`src/rtl/jt900h_divn.sv`:
```
// jt900h_divn: multi-cycle restoring divider, 2W/W (full) or W/(W/2) (half), signed or unsigned.
// Define JT900H_DIV_RADIX4_EN to resolve two quotient bits per cen cycle.
module jt900h_divn #(
  parameter int unsigned W = 16
) (
  input  logic           clk,
  input  logic           rst_n,
  input  logic           cen_i,
  input  logic [2*W-1:0] op0_i,
  input  logic [W-1:0]   op1_i,
  input  logic           len_i,
  input  logic           sign_i,
  input  logic           start_i,
  output logic [W-1:0]   quot_o,
  output logic [W-1:0]   rem_o,
  output logic           busy_o,
  output logic           done_o,
  output logic           v_o
);
  localparam int unsigned H  = W / 2;
  localparam int unsigned CW = $clog2(W + 1);

  typedef enum logic {StIdle, StRun} state_e;
  state_e state_q, state_d;

  logic [W-1:0]  quot_q, quot_d, rem_q, rem_d;
  logic          busy_q, busy_d, done_q, done_d, v_q, v_d, start_l_q;
  logic [W-1:0]  div_q, div_d, pr_q, pr_d, dl_q, dl_d, qt_q, qt_d;
  logic [CW-1:0] cnt_q, cnt_d;
  logic          len_q, len_d, sign_q, sign_d, qneg_q, qneg_d, rneg_q, rneg_d;
  logic          ovf_q, ovf_d, zero_q, zero_d;

  // Operand magnitudes and initial partial remainder, computed from the live inputs
  logic           accept, s0, s1, zero_n;
  logic [2*W-1:0] dvd_full;
  logic [W-1:0]   dvd_half, dvs_full, pr_n, dl_n, div_n;
  logic [H-1:0]   dvs_half;

  assign accept = start_i & ~start_l_q & ~busy_q;

  always_comb begin
    s0       = sign_i & (len_i ? op0_i[2*W-1] : op0_i[W-1]);
    s1       = sign_i & (len_i ? op1_i[W-1] : op1_i[H-1]);
    dvd_full = s0 ? ({(2*W){1'b0}} - op0_i) : op0_i;
    dvd_half = s0 ? ({W{1'b0}} - op0_i[W-1:0]) : op0_i[W-1:0];
    dvs_full = s1 ? ({W{1'b0}} - op1_i) : op1_i;
    dvs_half = s1 ? ({H{1'b0}} - op1_i[H-1:0]) : op1_i[H-1:0];
    zero_n   = len_i ? (op1_i == '0) : (op1_i[H-1:0] == '0);
    div_n    = len_i ? dvs_full : {{H{1'b0}}, dvs_half};
    pr_n     = len_i ? dvd_full[2*W-1:W] : {{H{1'b0}}, dvd_half[W-1:H]};
    // On divide-by-zero the shift register carries the raw dividend through to rem
    if (zero_n) dl_n = len_i ? op0_i[W-1:0] : {{H{1'b0}}, op0_i[H-1:0]};
    else        dl_n = len_i ? dvd_full[W-1:0] : {dvd_half[H-1:0], {H{1'b0}}};
  end

  // First compare/subtract stage
  logic [W:0]    sh1;
  logic          ge1;
  logic [W-1:0]  pr1, qt1, dl1, pr_s, qt_s, dl_s;
  logic [CW-1:0] step;

  always_comb begin
    sh1 = {pr_q, dl_q[W-1]};
    ge1 = sh1 >= {1'b0, div_q};
    pr1 = ge1 ? W'(sh1 - {1'b0, div_q}) : sh1[W-1:0];
    qt1 = W'({qt_q, ge1});
    dl1 = dl_q << 1;
  end

`ifdef JT900H_DIV_RADIX4_EN
  logic [W:0]   sh2;
  logic         ge2;
  logic [W-1:0] pr2, qt2, dl2;

  always_comb begin
    sh2 = {pr1, dl1[W-1]};
    ge2 = sh2 >= {1'b0, div_q};
    pr2 = ge2 ? W'(sh2 - {1'b0, div_q}) : sh2[W-1:0];
    qt2 = W'({qt1, ge2});
    dl2 = dl1 << 1;
    // An odd iteration count finishes with a single stage
    if (cnt_q >= CW'(2)) begin
      pr_s = pr2;
      qt_s = qt2;
      dl_s = dl2;
      step = CW'(2);
    end else begin
      pr_s = pr1;
      qt_s = qt1;
      dl_s = dl1;
      step = CW'(1);
    end
  end
`else
  assign pr_s = pr1;
  assign qt_s = qt1;
  assign dl_s = dl1;
  assign step = CW'(1);
`endif

  // Sign correction and signed-range check, folded into the last iteration
  logic [W-1:0] qf, rf, q_fin, r_fin;
  logic [H-1:0] qh, rh;
  logic         sovf;

  always_comb begin
    qf    = qneg_q ? ({W{1'b0}} - qt_s) : qt_s;
    rf    = rneg_q ? ({W{1'b0}} - pr_s) : pr_s;
    qh    = qneg_q ? ({H{1'b0}} - qt_s[H-1:0]) : qt_s[H-1:0];
    rh    = rneg_q ? ({H{1'b0}} - pr_s[H-1:0]) : pr_s[H-1:0];
    q_fin = len_q ? qf : {{H{1'b0}}, qh};
    r_fin = len_q ? rf : {{H{1'b0}}, rh};
    sovf  = len_q ? (qt_s[W-1] & (~qneg_q | (|qt_s[W-2:0])))
                  : (qt_s[H-1] & (~qneg_q | (|qt_s[H-2:0])));
  end

  always_comb begin
    state_d = state_q;
    quot_d  = quot_q;
    rem_d   = rem_q;
    busy_d  = busy_q;
    done_d  = 1'b0;
    v_d     = v_q;
    div_d   = div_q;
    pr_d    = pr_q;
    dl_d    = dl_q;
    qt_d    = qt_q;
    cnt_d   = cnt_q;
    len_d   = len_q;
    sign_d  = sign_q;
    qneg_d  = qneg_q;
    rneg_d  = rneg_q;
    ovf_d   = ovf_q;
    zero_d  = zero_q;
    unique case (state_q)
      StIdle: begin
        if (accept) begin
          state_d = StRun;
          busy_d  = 1'b1;
          len_d   = len_i;
          sign_d  = sign_i;
          qneg_d  = s0 ^ s1;
          rneg_d  = s0;
          zero_d  = zero_n;
          div_d   = div_n;
          pr_d    = pr_n;
          dl_d    = dl_n;
          qt_d    = '0;
          // High half already >= divisor means the quotient cannot fit
          ovf_d   = pr_n >= div_n;
          cnt_d   = len_i ? CW'(W) : CW'(H);
        end
      end
      StRun: begin
        if (zero_q) begin
          state_d = StIdle;
          busy_d  = 1'b0;
          done_d  = 1'b1;
          v_d     = 1'b1;
          quot_d  = '1;
          rem_d   = dl_q;
          cnt_d   = '0;
        end else begin
          pr_d  = pr_s;
          qt_d  = qt_s;
          dl_d  = dl_s;
          cnt_d = cnt_q - step;
          if (cnt_q == step) begin
            state_d = StIdle;
            busy_d  = 1'b0;
            done_d  = 1'b1;
            quot_d  = q_fin;
            rem_d   = r_fin;
            v_d     = ovf_q | (sign_q & sovf);
          end
        end
      end
      default: state_d = StIdle;
    endcase
  end

  always_ff @(posedge clk or negedge rst_n) begin
    if (!rst_n) begin
      state_q   <= StIdle;
      quot_q    <= '0;
      rem_q     <= '0;
      busy_q    <= 1'b0;
      done_q    <= 1'b0;
      v_q       <= 1'b0;
      start_l_q <= 1'b0;
      div_q     <= '0;
      pr_q      <= '0;
      dl_q      <= '0;
      qt_q      <= '0;
      cnt_q     <= '0;
      len_q     <= 1'b0;
      sign_q    <= 1'b0;
      qneg_q    <= 1'b0;
      rneg_q    <= 1'b0;
      ovf_q     <= 1'b0;
      zero_q    <= 1'b0;
    end else if (cen_i) begin
      state_q   <= state_d;
      quot_q    <= quot_d;
      rem_q     <= rem_d;
      busy_q    <= busy_d;
      done_q    <= done_d;
      v_q       <= v_d;
      start_l_q <= start_i;
      div_q     <= div_d;
      pr_q      <= pr_d;
      dl_q      <= dl_d;
      qt_q      <= qt_d;
      cnt_q     <= cnt_d;
      len_q     <= len_d;
      sign_q    <= sign_d;
      qneg_q    <= qneg_d;
      rneg_q    <= rneg_d;
      ovf_q     <= ovf_d;
      zero_q    <= zero_d;
    end
  end

  assign quot_o = quot_q;
  assign rem_o  = rem_q;
  assign busy_o = busy_q;
  assign done_o = done_q;
  assign v_o    = v_q;

endmodule
```
`config.mk`:
```
export PLATFORM = sky130hd
export DESIGN_NAME = jt900h_divn
export DESIGN_NICKNAME = d
export VERILOG_FILES = /design/src/rtl/jt900h_divn.sv
export SDC_FILE = /design/constraint.sdc
export NUM_CORES = 1
export LEC_CHECK = 0
export BUFFER_PORTS_ARGS = -buffer_cell sky130_fd_sc_hd__buf_2
export CELL_PAD_IN_SITES_DETAIL_PLACEMENT = 1
export CELL_PAD_IN_SITES_GLOBAL_PLACEMENT = 2
export CORE_ASPECT_RATIO = 0.8
export CORE_MARGIN = 1
export CORE_UTILIZATION = 36
export CTS_CLUSTER_DIAMETER = 100
export DETAILED_ROUTE_END_ITERATION = 6
export PLACE_DENSITY_LB_ADDON = 0.1
export SETUP_SLACK_MARGIN = 0.3
export SYNTH_ARGS = -nofsm -noshare
export SYNTH_HDL_FRONTEND = slang
export SYNTH_SLANG_ARGS = --single-unit
```
`constraint.sdc`:
```
create_clock -name clk -period 4.6 [get_ports clk]
set_input_delay 0.23 -clock clk [delete_from_list [all_inputs] [get_ports clk]]
set_output_delay 0.23 -clock clk [all_outputs]
set_load 0.005 [all_outputs]
```
==> results.md, run 1 <==
• **maxcap violations** 0
• **detailed placement HPWL** 21,100 microns
• **setup tns final** 0 ns
• **CTS Buf Count** 9
• **final cell count without fillers** 1,358
• **clk_lat worst skew** 0.36 ns
• **Setup Viol. Count Final** 0
• **startpoint of the worst register-to-register path** pr_q[2]
• **transition at the pin with the smallest max-transition slack** 1.02 ns
• **count of unique library cells instantiated by Yosys** 68
• **number of H-tree levels** 3
• **Max Clk Rate** 258 MHz
• **die span in y** 136 microns
• **number of filler cells placed in the layout** 2,693
• **count of synthesis-stage warnings from yosys** 0
• **final critical-path share of the clock period** 0.842
• **global-route wire length before repair** 42,600 microns
• **mapped cell area** 8060 sq um
• **share of flip-flops with an asynchronous set or reset** 1.00
• **Final min period** 3.87 ns
• **setup repair after global routing missed its margin** no
• **# resized after CTS** 0
• **number of enable flip-flop cells after synthesis** 0
• **R2R depth** 15
• **maximum ir drop on the vdd rail** 271 uV
• **vias per cell** 5.47
• **clock transition time at the flip-flop clock pins of the worst setup and hold paths** 0.08 ns
• **portion of the post-synthesis area used by sequential elements** 0.345
• **post-detailed-route count of antenna-violating nets** 0
• **Avg Synthesized Cell Area** 8.13 sq um
• **deepest clock path buffer count** 2
• **Required @ worst endpoint** 4.89 ns
• **number of nets in the synthesized netlist** 1,084
• **Initial Util** 0.371
• **number of max-slew violations in the final report** 0
• **number of cell rows** 48
• **count of state elements after synthesis** 111
• **number of global-route vias before repair** 7,240
• **diodes inserted** 0
• **Total GRT Usage** 0.243
• **P_leak** 3.98 nW
• **Top FF cell, synth** sky130_fd_sc_hd__dfrtp_1
• **total of buffers placed on input and output ports** 88
• **share of cells above drive strength 1** 0.130
• **CP Data Arrival Time** 4.16 ns
• **final hold violation count** 0
• **clock tree from TritonCTS** done
• **worst-path fanout max** 6
• **Vias** 7,432
• **WL/cell** 20.0 microns
• **CP Capture Type** flop
• **terminus of the critical flop-to-flop path** rem_o[12]
• **Total Routed Length** 27,100 microns
• **initial antenna violation count** 0
• **Worst slew margin** 0.318
• **I/O pin cnt** 89
• **Pwr per Cell Area** 793 nW/um^2
• **Post-CTS Setup Repair Bufs** 0
• **clock sinks** 111
• **routability cong.** 0.872
• **largest net degree at the start of global routing** 78
• **Total Power Consumption** 0.00720 W
• **Post-CTS Hold Fix Bufs** 0
• **cell total after placement** 1,342
• **minimum setup slack among reg-to-reg paths** 0.73 ns
• **Congestion Overflow GR** 0
• **layout overhead on the synthesized area** 12.6%
• **die width** 169 microns
• **type of element launching the critical path** flop
• **count of routing violations after the opening detailed-route iteration** 452
• **clock skew** 0.00992 ns
• **Root Buffer Master** sky130_fd_sc_hd__clkbuf_16
• **area of the core** 21,700 sq um
• **number of cells produced by synthesis** 991
• **die area** 23,000 sq um
• **outcome** finished, final reports clean
• **Layout Nets** 1,146
• **first-pass detailed-route iteration total** 5
• **crit path kind** reg -> reg
• **remaining routing DRC violations** 0
• **worst hold path type** in -> async
cells in the final DEF, fill, tap and decap left out, types with 5 or more instances in the layout:
cell                          n
sky130_fd_sc_hd__a221o_1      8
sky130_fd_sc_hd__o22ai_1      7
sky130_fd_sc_hd__o211ai_1     9
sky130_fd_sc_hd__a21o_1      11
sky130_fd_sc_hd__nor2b_1      8
sky130_fd_sc_hd__buf_4       17
sky130_fd_sc_hd__nor2_1      88
sky130_fd_sc_hd__nand2b_1    10
sky130_fd_sc_hd__mux2i_1     22
sky130_fd_sc_hd__dfrtp_1    111
sky130_fd_sc_hd__xnor2_1     51
sky130_fd_sc_hd__a22oi_1     21
sky130_fd_sc_hd__and3_1       5
sky130_fd_sc_hd__ha_1        38
sky130_fd_sc_hd__nand3_1     26
sky130_fd_sc_hd__and2_1       6
sky130_fd_sc_hd__nand2_1    129
sky130_fd_sc_hd__clkbuf_16    9
sky130_fd_sc_hd__o41ai_1      7
sky130_fd_sc_hd__nor3_1      23
sky130_fd_sc_hd__or3_1       16
sky130_fd_sc_hd__nor4_1       5
sky130_fd_sc_hd__xor2_1      28
sky130_fd_sc_hd__a21oi_1     81
sky130_fd_sc_hd__a211oi_1     5
sky130_fd_sc_hd__o21ai_1      5
sky130_fd_sc_hd__o21ai_0     99
sky130_fd_sc_hd__o31ai_1     14
sky130_fd_sc_hd__inv_1       35
sky130_fd_sc_hd__or4_1        7
sky130_fd_sc_hd__buf_2       87
critical path, stage by stage (launching register included):
cell	delay [ns]
sky130_fd_sc_hd__dfrtp_1	0.46
sky130_fd_sc_hd__ha_1	0.41
sky130_fd_sc_hd__a21oi_1	0.25
sky130_fd_sc_hd__nor2b_1	0.24
sky130_fd_sc_hd__a21oi_1	0.19
sky130_fd_sc_hd__nor3_4	0.30
sky130_fd_sc_hd__nor2_2	0.11
sky130_fd_sc_hd__inv_1	0.11
sky130_fd_sc_hd__mux2i_1	0.31
sky130_fd_sc_hd__ha_1	0.24
sky130_fd_sc_hd__nor3b_2	0.21
sky130_fd_sc_hd__mux2i_1	0.16
sky130_fd_sc_hd__o31ai_1	0.32
sky130_fd_sc_hd__xor2_1	0.21
sky130_fd_sc_hd__a22oi_1	0.09
sky130_fd_sc_hd__a21oi_1	0.18
cells in the mapped netlist (3+ instances only):
cell                       count  area (sq um)
sky130_fd_sc_hd__nand2_1     130           488
sky130_fd_sc_hd__a21oi_1      81           405
sky130_fd_sc_hd__and2_1        6          37.5
sky130_fd_sc_hd__a221oi_1      4          35.0
sky130_fd_sc_hd__buf_2         8          40.0
sky130_fd_sc_hd__and3_1        5          31.3
sky130_fd_sc_hd__o21ai_0     100           500
sky130_fd_sc_hd__o21ai_1       4          20.0
sky130_fd_sc_hd__ha_1         38           475
sky130_fd_sc_hd__nor2b_1       8          50.1
sky130_fd_sc_hd__nor3_1       23           115
sky130_fd_sc_hd__o22ai_1       7          43.8
sky130_fd_sc_hd__a22oi_1      21           158
sky130_fd_sc_hd__xnor2_1      51           447
sky130_fd_sc_hd__nand3_1      26           130
sky130_fd_sc_hd__clkbuf_1     42           158
sky130_fd_sc_hd__nor2_1       90           338
sky130_fd_sc_hd__inv_1        35           131
sky130_fd_sc_hd__and4_1        3          26.3
sky130_fd_sc_hd__o211ai_1      9          67.6
sky130_fd_sc_hd__nor4_1        5          31.3
sky130_fd_sc_hd__o21bai_1      4          30.0
sky130_fd_sc_hd__or4_1         7          52.6
sky130_fd_sc_hd__a221o_1       8          80.1
sky130_fd_sc_hd__xor2_1       28           245
sky130_fd_sc_hd__o31ai_1      14           105
sky130_fd_sc_hd__mux2_2        4          45.0
sky130_fd_sc_hd__a31oi_1       4          25.0
sky130_fd_sc_hd__nand2b_1     10          62.6
sky130_fd_sc_hd__a211oi_1      5          37.5
sky130_fd_sc_hd__a21o_1       11          82.6
sky130_fd_sc_hd__or3_1        16           100
sky130_fd_sc_hd__or2_2         4          25.0
sky130_fd_sc_hd__mux2i_1      22           220
sky130_fd_sc_hd__dfrtp_1     111          2780
sky130_fd_sc_hd__o41ai_1       7          61.3
where the power goes:
part / total (W) / internal, W / switching (W)
clock: 0.000770 / 0.000377 / 0.000393
combinational: 0.00457 / 0.00177 / 0.00279
sequential: 0.00187 / 0.00140 / 0.000469
worst max path at each step:
stage / startpoint / to / slack (ns) / cells past startpoint
floorplan: pr_q[13] / rem_o[12] / 0.92 / 16
global placement: op0_i[5] / ovf_q / 0.63 / 19
detailed placement: op0_i[5] / ovf_q / 0.58 / 19
CTS: pr_q[2] / rem_o[12] / 0.66 / 14
global route: pr_q[2] / rem_o[12] / 0.41 / 15
finish: pr_q[2] / rem_o[12] / 0.73 / 15
sequential cells by signal (all words and copies together) (netlist names), 5 cells and up:
signal,count
pr_q,16
qt_q,15
quot_o,16
dl_q,16
div_q,16
cnt_q,5
rem_o,16
cell type report:
type	count	area (sq um)	area share
Clock buffer	10	229	0.0252
Clock inverter	6	52.6	0.00579
Inverter	35	131	0.0145
Multi-Input combinational cell	792	4950	0.545
Sequential cell	111	2780	0.306
Tap cell	300	375	0.0413
Timing Repair Buffer	104	563	0.0620
cells by family after synthesis:
family	synth area share
buffers and inverters	0.0427
AO/OA/AOI/OAI	0.229
XOR/XNOR	0.0858
adder cells (fa/ha/maj)	0.0615
AND/OR/NAND/NOR	0.203
multiplexers	0.0329
flip-flops	0.345
per-stage QoR:
step | hold WS, ns | setup slack [ns] | cell area (sq um) | util
finish | 0.0515 | 0.728 | 9080 | 0.418
global route | 0.115 | 0.415 | 9080 | 0.418
CTS | 0.0923 | 0.660 | 9080 | 0.417
detailed placement | 0.471 | 0.579 | 8790 | 0.405
global placement | 0.463 | 0.627 | 8790 | 0.405
floorplan | -0.0656 | 0.915 | 8060 | -
routing by layer:
layer | up-vias | GRT usage | wire [microns]
li1 | 3672 | - | -
met1 | 3605 | 0.388 | 14900
met2 | 143 | 0.344 | 11000
met3 | 12 | 0.0262 | 903
met4 | 0 | 0.0526 | 291
met5 | - | 0 | 0
Note: power is estimated with default switching activity, not from simulation.
==> run 2: changes to the inputs <==
--- a/config.mk
+++ b/config.mk
@@ -10,7 +10,7 @@
 export CELL_PAD_IN_SITES_GLOBAL_PLACEMENT = 2
 export CORE_ASPECT_RATIO = 0.8
 export CORE_MARGIN = 1
-export CORE_UTILIZATION = 36
+export CORE_UTILIZATION = 32
 export CTS_CLUSTER_DIAMETER = 100
 export DETAILED_ROUTE_END_ITERATION = 6
 export PLACE_DENSITY_LB_ADDON = 0.1
==> constraint.sdc (replaced) <==
create_clock -name clk -period 3.5 [get_ports clk]
set_input_delay 0.175 -clock clk [delete_from_list [all_inputs] [get_ports clk]]
set_output_delay 0.175 -clock clk [all_outputs]
set_load 0.005 [all_outputs]
==> results.md, run 2 (synthesis gave the netlist of run 1 again) <==
• **minimum setup slack among reg-to-reg paths** -0.01 ns, -0.74 ns
• **routability cong.** 0.885, +1.5%
• **number of H-tree levels** 3, unchanged
• **terminus of the critical flop-to-flop path** rem_o[4]
• **final hold violation count** 0, unchanged
• **worst-path fanout max** 4, -2
• **maximum ir drop on the vdd rail** 453 uV, +67%
• **WL/cell** 19.7 microns, -1.1%
• **hold wc startpoint** start_i
• **crit path kind** reg -> reg
• **minimum setup slack in the final design** -0.0119 ns, -0.740 ns
• **I/O pin cnt** 89, unchanged
• **number of max-slew violations in the final report** 0, unchanged
• **final cell count without fillers** 1,476, +8.7%
• **clk_lat worst skew** 0.36 ns, about the same
• **number of global-route vias before repair** 7,985, +10%
• **final critical-path share of the clock period** 1.00, +0.162
• **Final min period** 3.51 ns, -0.360 ns
• **deepest clock path buffer count** 2, unchanged
• **combinational share of power** 0.706, +0.072
• **P_leak** 4.57 nW, +15%
• **clock sinks** 111, unchanged
• **Crit. Startpoint** pr_q[13]
• **setup tns final** -0.0120 ns, -0.0120 ns
• **worst hold path type** in -> reg
• **first-pass detailed-route iteration total** 7, +2
• **multi-input combinational cell area** 5440 sq um, +9.9%
• **global-route wire length before repair** 45,900 microns, +7.7%
• **NetSw** 0.00581 W, +59%
• **initial antenna violation count** 0, unchanged
• **Worst slew margin** 0.346, +0.0282
• **count of routing violations after the opening detailed-route iteration** 460, +1.8%
• **die area** 25,800 sq um, +12%
• **Root Buffer Master** sky130_fd_sc_hd__clkbuf_16
• **remaining routing DRC violations** 0, unchanged
• **area of the core** 24,500 sq um, +13%
• **die width** 179 microns, +6.0%
• **share of power burned in registers** 0.203, -0.056
• **standard cell area after detailed placement** 9520 sq um, +8.2%
• **Power Internal** 0.00643 W, +81%
• **Total GRT Usage** 0.230, -0.0122
• **largest net degree at the start of global routing** 58, -26%
• **layout overhead on the synthesized area** 29.6%
• **Congestion Overflow GR** 0, unchanged
• **maxcap violations** 0, unchanged
• **leading cell types in the layout, fill and taps excluded** sky130_fd_sc_hd__nand2_1, sky130_fd_sc_hd__dfrtp_1, sky130_fd_sc_hd__buf_4, sky130_fd_sc_hd__o21ai_0, sky130_fd_sc_hd__buf_2
• **vias per cell** 5.37, -1.9%
• **transition at the pin with the smallest max-transition slack** 0.981 ns, -0.0423 ns
• **Required @ worst endpoint** 3.79 ns, -1.10 ns
• **failing checks** negative setup slack
• **leading cell type in the layout, fill and taps excluded** sky130_fd_sc_hd__nand2_1
• **core utilization of the finished layout** 0.426, +0.00861
• **cell total after placement** 1,441, +7.4%
• **Setup Viol. Count Final** 2, +2
• **die span in y** 144 microns, +6.0%
• **total of buffers placed on input and output ports** 88, unchanged
• **setup repair after global routing missed its margin** yes
• **Vias** 7,923, +6.6%
• **Total Routed Length** 29,100 microns, +7.5%
• **clock skew** 0.0101 ns, +0.000196 ns
• **detailed placement HPWL** 22,500 microns, +6.8%
• **Pwr per Cell Area** 1170 nW/um^2, +48%
• **outcome** finished with violations
• **Initial Util** 0.329, -0.0418
• **CTS Buf Count** 9, unchanged
• **diodes inserted** 0, unchanged
• **type of element launching the critical path** flop
• **number of filler cells placed in the layout** 2,967, +10%
• **Post-Route Hold Slack** 0.0758 ns, +0.0243 ns
• **clock transition time at the flip-flop clock pins of the worst setup and hold paths** 0.08 ns, about the same
• **Max Clk Rate** 285 MHz, +10%
• **fraction of power spent switching nets** 0.474, -0.0329
• **R2R depth** 17, +2
• **share of cells above drive strength 1** 0.275, +0.144
• **CP Capture Type** flop
• **post-detailed-route count of antenna-violating nets** 0, unchanged
• **number of cell rows** 51, +6.3%
• **area used by sequential logic in the layout** 2780 sq um, about the same
• **clock tree from TritonCTS** done
• **design area** 10,400 sq um, +15%
• **startpoint of the worst register-to-register path** pr_q[13]
• **depth of the worst hold-timing path** 2
• **part of the total power dissipated in the clock network** 0.091, -0.016
• **CP Data Arrival Time** 3.80 ns, -0.36 ns
• **Layout Nets** 1,246, +8.7%
• **endpoint with the worst hold slack** start_l_q
run 2: cell count changes in the layout (fill, tap and decap cells not counted), moves of 6 or more:
cell / before / now
sky130_fd_sc_hd__ha_1: 38 / 32
sky130_fd_sc_hd__o31ai_1: 14 / 8
sky130_fd_sc_hd__o21ai_2: 0 / 6
sky130_fd_sc_hd__buf_4: 17 / 107
sky130_fd_sc_hd__a21oi_2: 0 / 7
sky130_fd_sc_hd__o21ai_0: 99 / 88
sky130_fd_sc_hd__a21oi_1: 81 / 74
run 2: repair_timing:
action,in CTS,in global routing
pin swaps,31,39
endpoints found under the setup margin,23,27
gates cloned,0,0
resized for setup,42,62
hold buffers,1,0
buffers inserted,10,8
endpoints found under the hold margin,54,0
run 2: how the worst max path moves through the flow:
stage                           end  cells after the start
after floorplan           rem_o[14]                     17
after global placement        ovf_q                     15
after detailed placement  rem_o[13]                     15
after CTS                  rem_o[4]                     19
after global routing       rem_o[4]                     17
final                      rem_o[4]                     17
run 2: area by class of cell:
| type | count | area share |
|---|---|---|
| sequential | 111 | 0.266 |
| timing repair buffer | 204 | 0.132 |
| inverter | 35 | 0.0128 |
| tap | 318 | 0.0381 |
| clock buffer | 9 | 0.0216 |
| multi-input combinational | 792 | 0.521 |
| clock inverter | 7 | 0.00850 |
run 2: through the flow:
step / setup WS (ns) / power [W]
floorplan: 0.129 / 0.00674
global placement: -0.0459 / 0.00972
detailed placement: -0.0955 / 0.00977
CTS: 0.117 / 0.0116
global route: -0.199 / 0.0132
finish: -0.0119 / 0.0122
run 2: worst max-delay path, cell delays in order, from the launching register on:
cell and delay (ns):
sky130_fd_sc_hd__dfrtp_1 0.42, sky130_fd_sc_hd__ha_4 0.26, sky130_fd_sc_hd__a21o_1 0.19, sky130_fd_sc_hd__a211o_1 0.30
sky130_fd_sc_hd__a311o_1 0.37, sky130_fd_sc_hd__nor3_4 0.22, sky130_fd_sc_hd__nor2_4 0.07, sky130_fd_sc_hd__inv_2 0.08
sky130_fd_sc_hd__mux2i_2 0.25, sky130_fd_sc_hd__ha_2 0.25, sky130_fd_sc_hd__nor3b_4 0.21, sky130_fd_sc_hd__mux2i_2 0.11
sky130_fd_sc_hd__buf_4 0.15, sky130_fd_sc_hd__nand2_2 0.06, sky130_fd_sc_hd__xor2_1 0.17, sky130_fd_sc_hd__buf_4 0.14
sky130_fd_sc_hd__mux2i_1 0.06, sky130_fd_sc_hd__o21ai_1 0.12
run 2: power by group through the flow:
stage          Sequential (W)  Clock (W)  Combinational [W]
2_1_floorplan         0.00224          0            0.00449
3_3_place_gp          0.00244          0            0.00728
3_5_place_dp          0.00246          0            0.00731
4_1_cts               0.00245    0.00114            0.00798
5_1_grt               0.00257    0.00119            0.00941
6_report              0.00248    0.00111            0.00864
run 2: layer usage:
layer | share of wire | track usage
met1 | 0.53 | 0.347
met2 | 0.42 | 0.348
met3 | 0.034 | 0.0281
met4 | 0.012 | 0.0517
met5 | 0 | 0
